$ cat src/rtl/iencoder.sv
// iencoder: encode decoded RV32I fields into 32-bit instruction words behind a DEPTH-entry output FIFO
// Ports: clk/rst (async active-low), flush (sync FIFO clear); in_* fields with in_valid/in_ready;
// out_inst with out_valid/out_ready (FIFO head); err pulses the cycle after an illegal input is
// consumed; err_count is a saturating count of illegal inputs.
package iencoder_pkg;
  localparam logic [31:0] inst_type_imm = 32'd0, inst_type_auipc = 32'd1, inst_type_jal = 32'd2,
    inst_type_jalr = 32'd3, inst_type_int_imm = 32'd4, inst_type_int_reg = 32'd5,
    inst_type_branch = 32'd6, inst_type_store = 32'd7, inst_type_load = 32'd8,
    inst_type_fence = 32'd9;
  localparam logic [31:0] funct_add = 32'd0, funct_sub = 32'd1, funct_sll = 32'd2, funct_slt = 32'd3,
    funct_sltu = 32'd4, funct_xor = 32'd5, funct_srl = 32'd6, funct_sra = 32'd7, funct_or = 32'd8,
    funct_and = 32'd9, funct_eq = 32'd10, funct_ne = 32'd11, funct_lt = 32'd12, funct_ge = 32'd13,
    funct_ltu = 32'd14, funct_geu = 32'd15, funct_mem_byte = 32'd16, funct_mem_hword = 32'd17,
    funct_mem_word = 32'd18, funct_mem_byteu = 32'd19, funct_mem_hwordu = 32'd20;
endpackage

module iencoder
  import iencoder_pkg::*;
#(
  parameter int inst_width      = 32,
  parameter int imm_width       = 32,
  parameter int inst_type_width = 32,
  parameter int reg_width       = 32,
  parameter int funct_width     = 32,
  parameter int DEPTH           = 2,
  parameter int ERR_CNT_WIDTH   = 8
) (
  input  logic                       clk,
  input  logic                       rst,
  input  logic                       flush,
  input  logic                       in_valid,
  output logic                       in_ready,
  input  logic [inst_type_width-1:0] in_inst_type,
  input  logic [funct_width-1:0]     in_funct,
  input  logic [reg_width-1:0]       in_rd,
  input  logic [reg_width-1:0]       in_rs1,
  input  logic [reg_width-1:0]       in_rs2,
  input  logic [imm_width-1:0]       in_imm,
  output logic                       out_valid,
  input  logic                       out_ready,
  output logic [inst_width-1:0]      out_inst,
  output logic                       err,
  output logic [ERR_CNT_WIDTH-1:0]   err_count
);
  localparam int AW = $clog2(DEPTH);
  // Table lookups return {in_table, funct3}.
  function automatic logic [3:0] alu_f3(input logic [funct_width-1:0] f);
    case (f)
      funct_add, funct_sub: alu_f3 = 4'h8;
      funct_sll:            alu_f3 = 4'h9;
      funct_slt:            alu_f3 = 4'ha;
      funct_sltu:           alu_f3 = 4'hb;
      funct_xor:            alu_f3 = 4'hc;
      funct_srl, funct_sra: alu_f3 = 4'hd;
      funct_or:             alu_f3 = 4'he;
      funct_and:            alu_f3 = 4'hf;
      default:              alu_f3 = 4'h0;
    endcase
  endfunction
  function automatic logic [3:0] br_f3(input logic [funct_width-1:0] f);
    case (f)
      funct_eq:  br_f3 = 4'h8;
      funct_ne:  br_f3 = 4'h9;
      funct_lt:  br_f3 = 4'hc;
      funct_ge:  br_f3 = 4'hd;
      funct_ltu: br_f3 = 4'he;
      funct_geu: br_f3 = 4'hf;
      default:   br_f3 = 4'h0;
    endcase
  endfunction
  function automatic logic [3:0] mem_f3(input logic [funct_width-1:0] f);
    case (f)
      funct_mem_byte:   mem_f3 = 4'h8;
      funct_mem_hword:  mem_f3 = 4'h9;
      funct_mem_word:   mem_f3 = 4'ha;
      funct_mem_byteu:  mem_f3 = 4'hc;
      funct_mem_hwordu: mem_f3 = 4'hd;
      default:          mem_f3 = 4'h0;
    endcase
  endfunction
  logic [4:0] rd, rs1, rs2;
  logic rd_ok, rs1_ok, rs2_ok, i_ok, b_ok, j_ok, u_ok, shift, legal;
  logic [3:0] a, br, ld;
  logic [6:0] f7;
  logic [31:0] inst;
  assign rd     = in_rd[4:0];
  assign rs1    = in_rs1[4:0];
  assign rs2    = in_rs2[4:0];
  assign rd_ok  = in_rd[reg_width-1:5] == '0;
  assign rs1_ok = in_rs1[reg_width-1:5] == '0;
  assign rs2_ok = in_rs2[reg_width-1:5] == '0;
  assign i_ok   = in_imm[31:11] == {21{in_imm[31]}};
  assign b_ok   = !in_imm[0] && in_imm[31:12] == {20{in_imm[31]}};
  assign j_ok   = !in_imm[0] && in_imm[31:20] == {12{in_imm[31]}};
  assign u_ok   = in_imm[11:0] == '0;
  assign a      = alu_f3(in_funct);
  assign br     = br_f3(in_funct);
  assign ld     = mem_f3(in_funct);
  assign shift  = in_funct == funct_sll || in_funct == funct_srl || in_funct == funct_sra;
  assign f7     = (in_funct == funct_sub || in_funct == funct_sra) ? 7'h20 : 7'h00;
  always_comb begin
    inst  = '0;
    legal = 1'b0;
    case (in_inst_type)
      inst_type_imm:     begin inst = {in_imm[31:12], rd, 7'b0110111}; legal = u_ok && rd_ok; end
      inst_type_auipc:   begin inst = {in_imm[31:12], rd, 7'b0010111}; legal = u_ok && rd_ok; end
      inst_type_jal:     begin
        inst  = {in_imm[20], in_imm[10:1], in_imm[11], in_imm[19:12], rd, 7'b1101111};
        legal = j_ok && rd_ok;
      end
      inst_type_jalr:    begin
        inst  = {in_imm[11:0], rs1, 3'b000, rd, 7'b1100111};
        legal = i_ok && rd_ok && rs1_ok;
      end
      inst_type_int_imm: begin
        inst  = shift ? {f7, in_imm[4:0], rs1, a[2:0], rd, 7'b0010011}
                      : {in_imm[11:0], rs1, a[2:0], rd, 7'b0010011};
        legal = a[3] && in_funct != funct_sub && (shift ? in_imm[31:5] == '0 : i_ok) && rd_ok && rs1_ok;
      end
      inst_type_int_reg: begin
        inst  = {f7, rs2, rs1, a[2:0], rd, 7'b0110011};
        legal = a[3] && rd_ok && rs1_ok && rs2_ok;
      end
      inst_type_branch:  begin
        inst  = {in_imm[12], in_imm[10:5], rs2, rs1, br[2:0], in_imm[4:1], in_imm[11], 7'b1100011};
        legal = br[3] && b_ok && rs1_ok && rs2_ok;
      end
      // Stores have no unsigned variants, so funct3 values with bit 2 set are rejected.
      inst_type_store:   begin
        inst  = {in_imm[11:5], rs2, rs1, ld[2:0], in_imm[4:0], 7'b0100011};
        legal = ld[3] && !ld[2] && i_ok && rs1_ok && rs2_ok;
      end
      inst_type_load:    begin
        inst  = {in_imm[11:0], rs1, ld[2:0], rd, 7'b0000011};
        legal = ld[3] && i_ok && rd_ok && rs1_ok;
      end
      inst_type_fence:   begin inst = 32'h0FF0000F; legal = 1'b1; end
      default: ;
    endcase
  end
  logic [inst_width-1:0] mem_q [DEPTH];
  logic [AW-1:0] wp_q, wp_d, rp_q, rp_d;
  logic [AW:0] cnt_q, cnt_d;
  logic err_q, err_d, acc, push, pop;
  logic [ERR_CNT_WIDTH-1:0] ecnt_q, ecnt_d;
  assign in_ready  = rst && !flush && cnt_q != (AW+1)'(DEPTH);
  assign acc       = in_valid && in_ready;
  assign push      = acc && legal;
  assign pop       = out_valid && out_ready && !flush;
  assign out_valid = cnt_q != '0;
  assign out_inst  = out_valid ? mem_q[rp_q] : '0;
  assign err       = err_q;
  assign err_count = ecnt_q;
  always_comb begin
    wp_d   = flush ? '0 : wp_q + AW'(push);
    rp_d   = flush ? '0 : rp_q + AW'(pop);
    cnt_d  = flush ? '0 : cnt_q + (AW+1)'(push) - (AW+1)'(pop);
    err_d  = acc && !legal;
    ecnt_d = ecnt_q + ERR_CNT_WIDTH'(err_d && !(&ecnt_q));
  end
  always_ff @(posedge clk or negedge rst)
    if (!rst) begin
      wp_q   <= '0;
      rp_q   <= '0;
      cnt_q  <= '0;
      err_q  <= 1'b0;
      ecnt_q <= '0;
    end else begin
      wp_q   <= wp_d;
      rp_q   <= rp_d;
      cnt_q  <= cnt_d;
      err_q  <= err_d;
      ecnt_q <= ecnt_d;
    end
  always_ff @(posedge clk)
    if (push) mem_q[wp_q] <= inst;
endmodule

$ cat config.mk
export PLATFORM = sky130hd
export DESIGN_NAME = iencoder
export DESIGN_NICKNAME = d
export VERILOG_FILES = /design/src/rtl/iencoder.sv
export SDC_FILE = /design/constraint.sdc
export NUM_CORES = 1
export LEC_CHECK = 0
export ABC_AREA = 1
export ABC_CLOCK_PERIOD_IN_PS = 6950
export CAP_MARGIN = 20
export CELL_PAD_IN_SITES_DETAIL_PLACEMENT = 1
export CELL_PAD_IN_SITES_GLOBAL_PLACEMENT = 1
export CORE_MARGIN = 8
export CORE_UTILIZATION = 30
export CTS_CLUSTER_SIZE = 40
export DETAILED_ROUTE_END_ITERATION = 6
export MAX_ROUTING_LAYER = met4
export PLACE_DENSITY_LB_ADDON = 0.15
export SYNTH_ARGS = -nofsm -noshare
export SYNTH_HDL_FRONTEND = slang
export SYNTH_SLANG_ARGS = --single-unit
$ cat constraint.sdc
create_clock -name clk -period 6.95 [get_ports clk]
set_clock_uncertainty 0.2 [all_clocks]
set_input_delay 1.0425 -clock clk [delete_from_list [all_inputs] [get_ports clk]]
set_output_delay 1.0425 -clock clk [all_outputs]
set_load 0.1 [all_outputs]
==> reports/results.tsv, run 1 <==
stage	metric	value	unit
run_status	outcome	finished, final reports clean	
setup_path	cp.arrival	3.43	ns
cts	clk_path_buf_depth	2	
global_routing	grt_usage	19.6	%
sta	relSlewSlack	31.8	%
floorplanning	dieWidth	142	um
cts	cts_tree	done	
detailed_routing	drtAntennaViolNets	0	
cts	clkLatencyLatePin	0.33	ns
setup_path	reg2reg_slack	4.73	ns
finish	register_area	2190	sq um
detailed_routing	drtIter0Drc	250	
floorplanning	fp-row-count	46	
min_path	hp-start	err_count[7]$_DFF_PN0_	
cts	cts_hold_buf	0	
yosys	synth_area	4780	sq um
floorplanning	fp.coreArea	15700	sq um
setup_path	worstSetupPathType	input pin to output port	
finish	syn_to_final_growth	61.4	%
min_path	hold_depth	1	
power	p_per_area	164	nW/um^2
floorplanning	initial_core_util	30.4	%
cts	numCtsBuffers	9	
yosys	synth.top_cell.area_share	39.0	%
sta	hold_viol	0	
yosys	yosys.area.top_type	edfxtp_1	
min_path	min_path_type	register to register	
power	irDropWorstVdd	0.000108	V
yosys	synth_seq_cells	75	
cts	clock-root-buffer	clkbuf_16	
global_routing	overflow	0	
yosys	synth_nets	824	
global_routing	grt_max_degree	34	
yosys	ys_warn_count	0	
global_routing	grt_pass1_wl	30.1	mm
sta	setup_tns	0	ns
detailed_routing	viasPerCell	4.86	
sta	fin_crit	4.67	ns
detailed_routing	dr_total_vias	5249	
yosys	syn_inst	621	
placed_design	routabilityCongestion	0.882	
sta	slew_violations	0	
sta	max_freq	0.214	GHz
finish	design_area	7710	sq um
placed_design	port_buffers	239	
detailed_routing	dr.max_layer_used	met4	
min_path	hold_path_end	err_count[7]$_DFF_PN0_	
floorplanning	dieArea	20200	sq um
yosys	syn_area_per_cell	7.69	sq um
yosys	synth_edf_count	62	
sta	fin_crit_sh	67.2	%
placed_design	dpl_cell_area	7380	sq um
placed_design	hpwlAfterDp	16.4	mm
floorplanning	die_y	142	um
power	power.leakage	3.17	nW
setup_path	required	5.71	ns
detailed_routing	wl_met3	1.46	mm
global_routing	antenna_found_initial	0	
setup_path	rr_endpoint	err_count[7]$_DFF_PN0_	
detailed_routing	wire_per_inst	17.8	um
setup_path	r2r_start	cnt_q[1]$_DFF_PN0_	
cts	path_clk_slew	0.06	ns
job	maxCapViolCount	0	
finish	n_antenna_cell	0	
detailed_routing	met1_length	7.68	mm
sta	tightest_slew	1.02	ns
yosys	ys_types	39	
yosys	synth-seq-area-share	45.8	%
cts	cts_htree_levels	3	
setup_path	crit_fanout	14	
floorplanning	io_pins	240	
finish	fill_cells	1916	
detailed_routing	drtPass1Iterations	4	
cts	cts_setup_buffers	0	
yosys	synth_flop_cell	edfxtp_1	
setup_path	end_kind	output port	
finish	final_layout_size_suffix_gt1_share	5.90	%
detailed_routing	wl_met2	9.98	mm
cts	cts_resized	0	
finish	multiInputGateArea	2290	sq um
yosys	ys_async_sr_fraction	17.3	%
global_routing	grt_pass1_vias	5794	
setup_path	cp-start-kind	input pin	
sta	finalSetupViolCount	0	
detailed_routing	drc	0	
finish	fin_nets	1063	
sta	rsz0062_at_grt	no	
cts	cts.sinks	75	
detailed_routing	finalWirelength	19.3	mm
setup_path	r2r.worst_path.cells	12	
yosys	synthTopCellsByArea	edfxtp_1, nand2_1, nor2_1	
setup_path	setup.worst_path.start	rst	
[cells by family (layout without fill, tap and decap cells)]
| kind of cell | count (synthesis) | count (layout) | synth area share [%] |
|---|---|---|---|
| AOI/OAI and AO/OA | 81 | 81 | 9.64 |
| buffers and inverters | 73 | 317 | 6.31 |
| DFF | 75 | 75 | 45.8 |
| adders and majority gates | 6 | 6 | 1.57 |
| and+or+nand+nor | 373 | 373 | 34.3 |
| xor gates and xnor gates | 13 | 13 | 2.38 |
[placed cells by master, fill, tap and decap left out, drive strengths merged, types with 2 or more instances in the layout]
cell           instances
o211ai                 4
o221ai                 2
ha                     6
or2                    2
nor2                 120
clkinv                 2
o21ai                 23
buf                    4
clkdlybuf4s50        239
nor4                  13
nor3                   5
a31oi                  2
o22ai                  2
dfrtp                 13
edfxtp                62
nand3                 35
nand4                 15
a21oi                 40
xnor2                  5
nand2                181
xor2                   8
a221oi                 3
clkbuf                14
inv                   58
[registers in the layout, summed over array words and instances (netlist names)]
| register | cells |
|---|---|
| cnt_q | 2 |
| err | 1 |
| mem_q | 62 |
| wp_q | 1 |
| rp_q | 1 |
| err_count | 8 |
[final cells by class]
class	count	area share (%)
Tap cell	216	3.51
Inverter	58	2.82
Clock inverter	2	0.195
Multi-Input combinational cell	473	29.7
Timing Repair Buffer	243	31.7
Clock buffer	14	3.70
Sequential cell	75	28.4
[critical path: stages]
cell             delay [ns]
clkdlybuf4s50_1        0.84
o21ai_0                0.19
nor2_1                 0.18
clkdlybuf4s50_1        1.17
[synth_stat cells, types with 5 or more instances]
cell,count
nor2_1,109
nand3_1,27
nor2_2,10
edfxtp_1,62
nand4_1,15
dfrtp_1,13
nor4_1,13
nor3_1,5
ha_1,6
xnor2_1,5
xor2_1,8
inv_2,5
clkbuf_1,11
o21ai_0,20
a21oi_1,40
nand3_2,5
nand2_2,5
nand2_1,176
inv_1,52
[layer usage]
| layer | vias up | track usage, % |
|---|---|---|
| met4 | 0 | 4.52 |
| li1 | 2555 | - |
| met3 | 8 | 5.17 |
| met2 | 199 | 35.2 |
| met1 | 2487 | 21.2 |
| met5 | - | - |
[through the flow]
step / util [%] / hold slack (ns) / total power, mW / std cells / worst slack (ns)
5_1_grt: 49.1 / 0.346 / 1.30 / 1081 / 2.12
2_1_floorplan: - / 0.395 / 0.652 / 621 / 2.77
3_5_place_dp: 47.0 / 0.318 / 0.820 / 1064 / 2.22
6_report: 49.1 / 0.321 / 1.26 / 1081 / 2.28
4_1_cts: 48.9 / 0.326 / 1.27 / 1080 / 2.00
3_3_place_gp: 47.0 / 0.288 / 0.813 / 1064 / 2.28
[power by group]
group	internal [mW]	total, mW	switching, mW	leakage (nW)
registers	0.494	0.511	0.0170	0.748
clock network	0.284	0.454	0.170	0.149
logic	0.136	0.299	0.163	2.28
total	0.914	1.26	0.350	3.17
[how the worst max path moves through the flow]
stage / endpoint / cells after the start / slack, ns
6_report: in_ready / 4 / 2.28
5_1_grt: in_ready / 4 / 2.12
4_1_cts: out_inst[0] / 4 / 2.00
3_5_place_dp: in_ready / 4 / 2.22
3_3_place_gp: in_ready / 4 / 2.28
2_1_floorplan: out_inst[1] / 6 / 2.77
(Power assumes the default switching activity.)
==> run 2, diff against run 1 <==
- ABC_CLOCK_PERIOD_IN_PS: 6950 -> 4250
- CORE_UTILIZATION: 30 -> 25
- clock period: 6.95 -> 4.25 ns (I/O delays scaled with it)
==> run 2 against run 1 <==
Net effect: final cell count up 2.1%; first-iteration DRC count down 31%; via count down 1.8%; flip-flop and latch count unchanged; critical path depth up 17; sequential power up 63%; global-route usage down 2.4 points; clock power up 62%; worst hold slack better by 0.00074 ns.
==> reports/results.tsv, run 2 (synthesis results as in run 1) <==
stage	metric	value	unit	change
run_status	outcome	finished, final reports clean		
setup_path	cp.arrival	3.52	ns	+0.09 ns
floorplanning	dieArea	23800	sq um	+18%
min_path	min_path_type	register to register		
floorplanning	dieWidth	154	um	+8.5%
floorplanning	fp-row-count	50		+8.7%
setup_path	crit_fanout	12		-2
placed_design	routabilityCongestion	0.861		-2.3%
cts	path_clk_slew	0.06	ns	about the same
sta	fin_crit_sh	82.4	%	
setup_path	required	4.27	ns	-1.44 ns
cts	clkLatencyLatePin	0.33	ns	about the same
setup_path	cp-start-kind	input pin		
setup_path	worstSetupPathType	input pin to register		
detailed_routing	viasPerCell	4.67		-3.9%
sta	hold_viol	0		unchanged
setup_path	r2r_start	cnt_q[1]$_DFF_PN0_		
placed_design	port_buffers	239		unchanged
detailed_routing	drc	0		unchanged
sta	tightest_slew	0.988	ns	-0.0314 ns
global_routing	grt_pass1_vias	5758		-0.62%
global_routing	overflow	0		unchanged
min_path	hp-start	err_count[7]$_DFF_PN0_		
finish	most-common-layout-cells	clkdlybuf4s50_1, nand2_1, nor2_1		
job	maxCapViolCount	0		unchanged
detailed_routing	drtAntennaViolNets	0		unchanged
finish	largest_reg_flops	62		unchanged
cts	cts_resized	0		unchanged
global_routing	antenna_found_initial	3		+3
cts	clk_path_buf_depth	2		unchanged
placed_design	dpl_worst_slack	0.328	ns	-1.90 ns
setup_path	end_kind	register		
global_routing	grt_max_degree	34		unchanged
cts	cts_setup_buffers	0		unchanged
cts	cts.sinks	75		unchanged
finish	fill_cells	2255		+18%
finish	fin_nets	1065		+0.19%
cts	cts_htree_levels	3		unchanged
sta	setup_tns	0	ns	unchanged
placed_design	hpwlAfterDp	17.3	mm	+5.7%
finish	fin_util	41.0	%	-8.1 points
cts	cts_hold_buf	0		unchanged
detailed_routing	finalWirelength	20.3	mm	+5.2%
sta	rsz0062_at_grt	no		
floorplanning	fp.coreArea	18700	sq um	+19%
setup_path	setup.worst_path.start	in_inst_type[29]		
power	finalPower	2.06	mW	+63%
power	irDropWorstVdd	0.000194	V	+79%
floorplanning	initial_core_util	25.5	%	-4.9 points
floorplanning	die_y	154	um	+8.5%
floorplanning	io_pins	240		unchanged
finish	final_layout_size_suffix_gt1_share	10.1	%	+4.3 points
detailed_routing	dr_total_vias	5154		-1.8%
power	p_per_area	269	nW/um^2	+64%
finish	syn_to_final_growth	60.6	%	
finish	largest_register	mem_q		
sta	max_freq	0.286	GHz	
global_routing	grt_pass1_wl	30.9	mm	+2.7%
finish	final_common_cell	clkdlybuf4s50_1		
cts	numCtsBuffers	9		unchanged
sta	slew_violations	0		unchanged
sta	fin_crit	3.50	ns	
detailed_routing	wire_per_inst	18.4	um	+3.0%
power	power.leakage	3.25	nW	+2.5%
sta	timing.hold.ws	0.322	ns	+0.000739 ns
detailed_routing	drtIter0Drc	173		-31%
global_routing	grt_usage	17.2	%	-2.4 points
sta	fin_ws	0.748	ns	-1.53 ns
sta	relSlewSlack	33.9	%	+2.1 points
detailed_routing	drtPass1Iterations	4		unchanged
cts	clock-root-buffer	clkbuf_16		
cts	cts_tree	done		
sta	finalSetupViolCount	0		unchanged
-- run 2: power breakdown --
part	switching (mW)	internal [mW]
registers	0.0270	0.807
logic	0.268	0.223
clock network	0.287	0.447
-- run 2: per-layer routing --
metal,part of all wire [%],up-vias,global-route usage (%)
li1,-,2561,-
met4,1.1,0,4.20
met5,0,-,-
met2,50,185,30.0
met3,6.8,12,4.54
met1,42,2396,19.3
-- run 2: critical path, cell delays in order --
cell and delay (ns):
clkdlybuf4s50_1 0.40, nor2_1 0.11, nand2_1 0.09, nor2_2 0.14
nand2_2 0.08, nor2_4 0.33, nand3_2 0.21, inv_2 0.12
nor2_2 0.09, nor2_1 0.12, nand2_1 0.05, nand2_1 0.07
nand2_1 0.09, nand2_2 0.09, nand3_2 0.08, nor2_2 0.09
ha_1 0.18, nand3_1 0.12, nor2_1 0.17, nand3_1 0.11
xnor2_1 0.13
-- run 2: path summary, 6_finish.rpt --
kind,to,depth (start not counted),slack [ns]
setup / recovery,err_count[7]$_DFF_PN0_,21,0.75
hold / removal,err_count[7]$_DFF_PN0_,1,0.32
setup reg to reg,cnt_q[1]$_DFF_PN0_,10,2.06
hold reg to reg,err_count[7]$_DFF_PN0_,1,0.32
max in group asynchronous,wp_q$_DFF_PN0_,2,3.28
min in group asynchronous,err_count[1]$_DFF_PN0_,2,0.41
-- run 2: area by class of cell --
type	count	area (sq um)	share of cell area [%]
inverter	58	218	2.84
antenna	3	7.51	0.0979
sequential	75	2190	28.5
clock buffer	11	264	3.44
multi-input combinational	473	2290	29.9
timing repair buffer	245	2380	31.0
clock inverter	5	31.3	0.408
tap	234	293	3.82
-- run 2: through the flow --
step                      area, sq um  instances
after CTS                        7660       1101
after global placement           7370       1085
after detailed placement         7370       1085
after global routing             7670       1104
after floorplan                  4780        621
final                            7670       1104
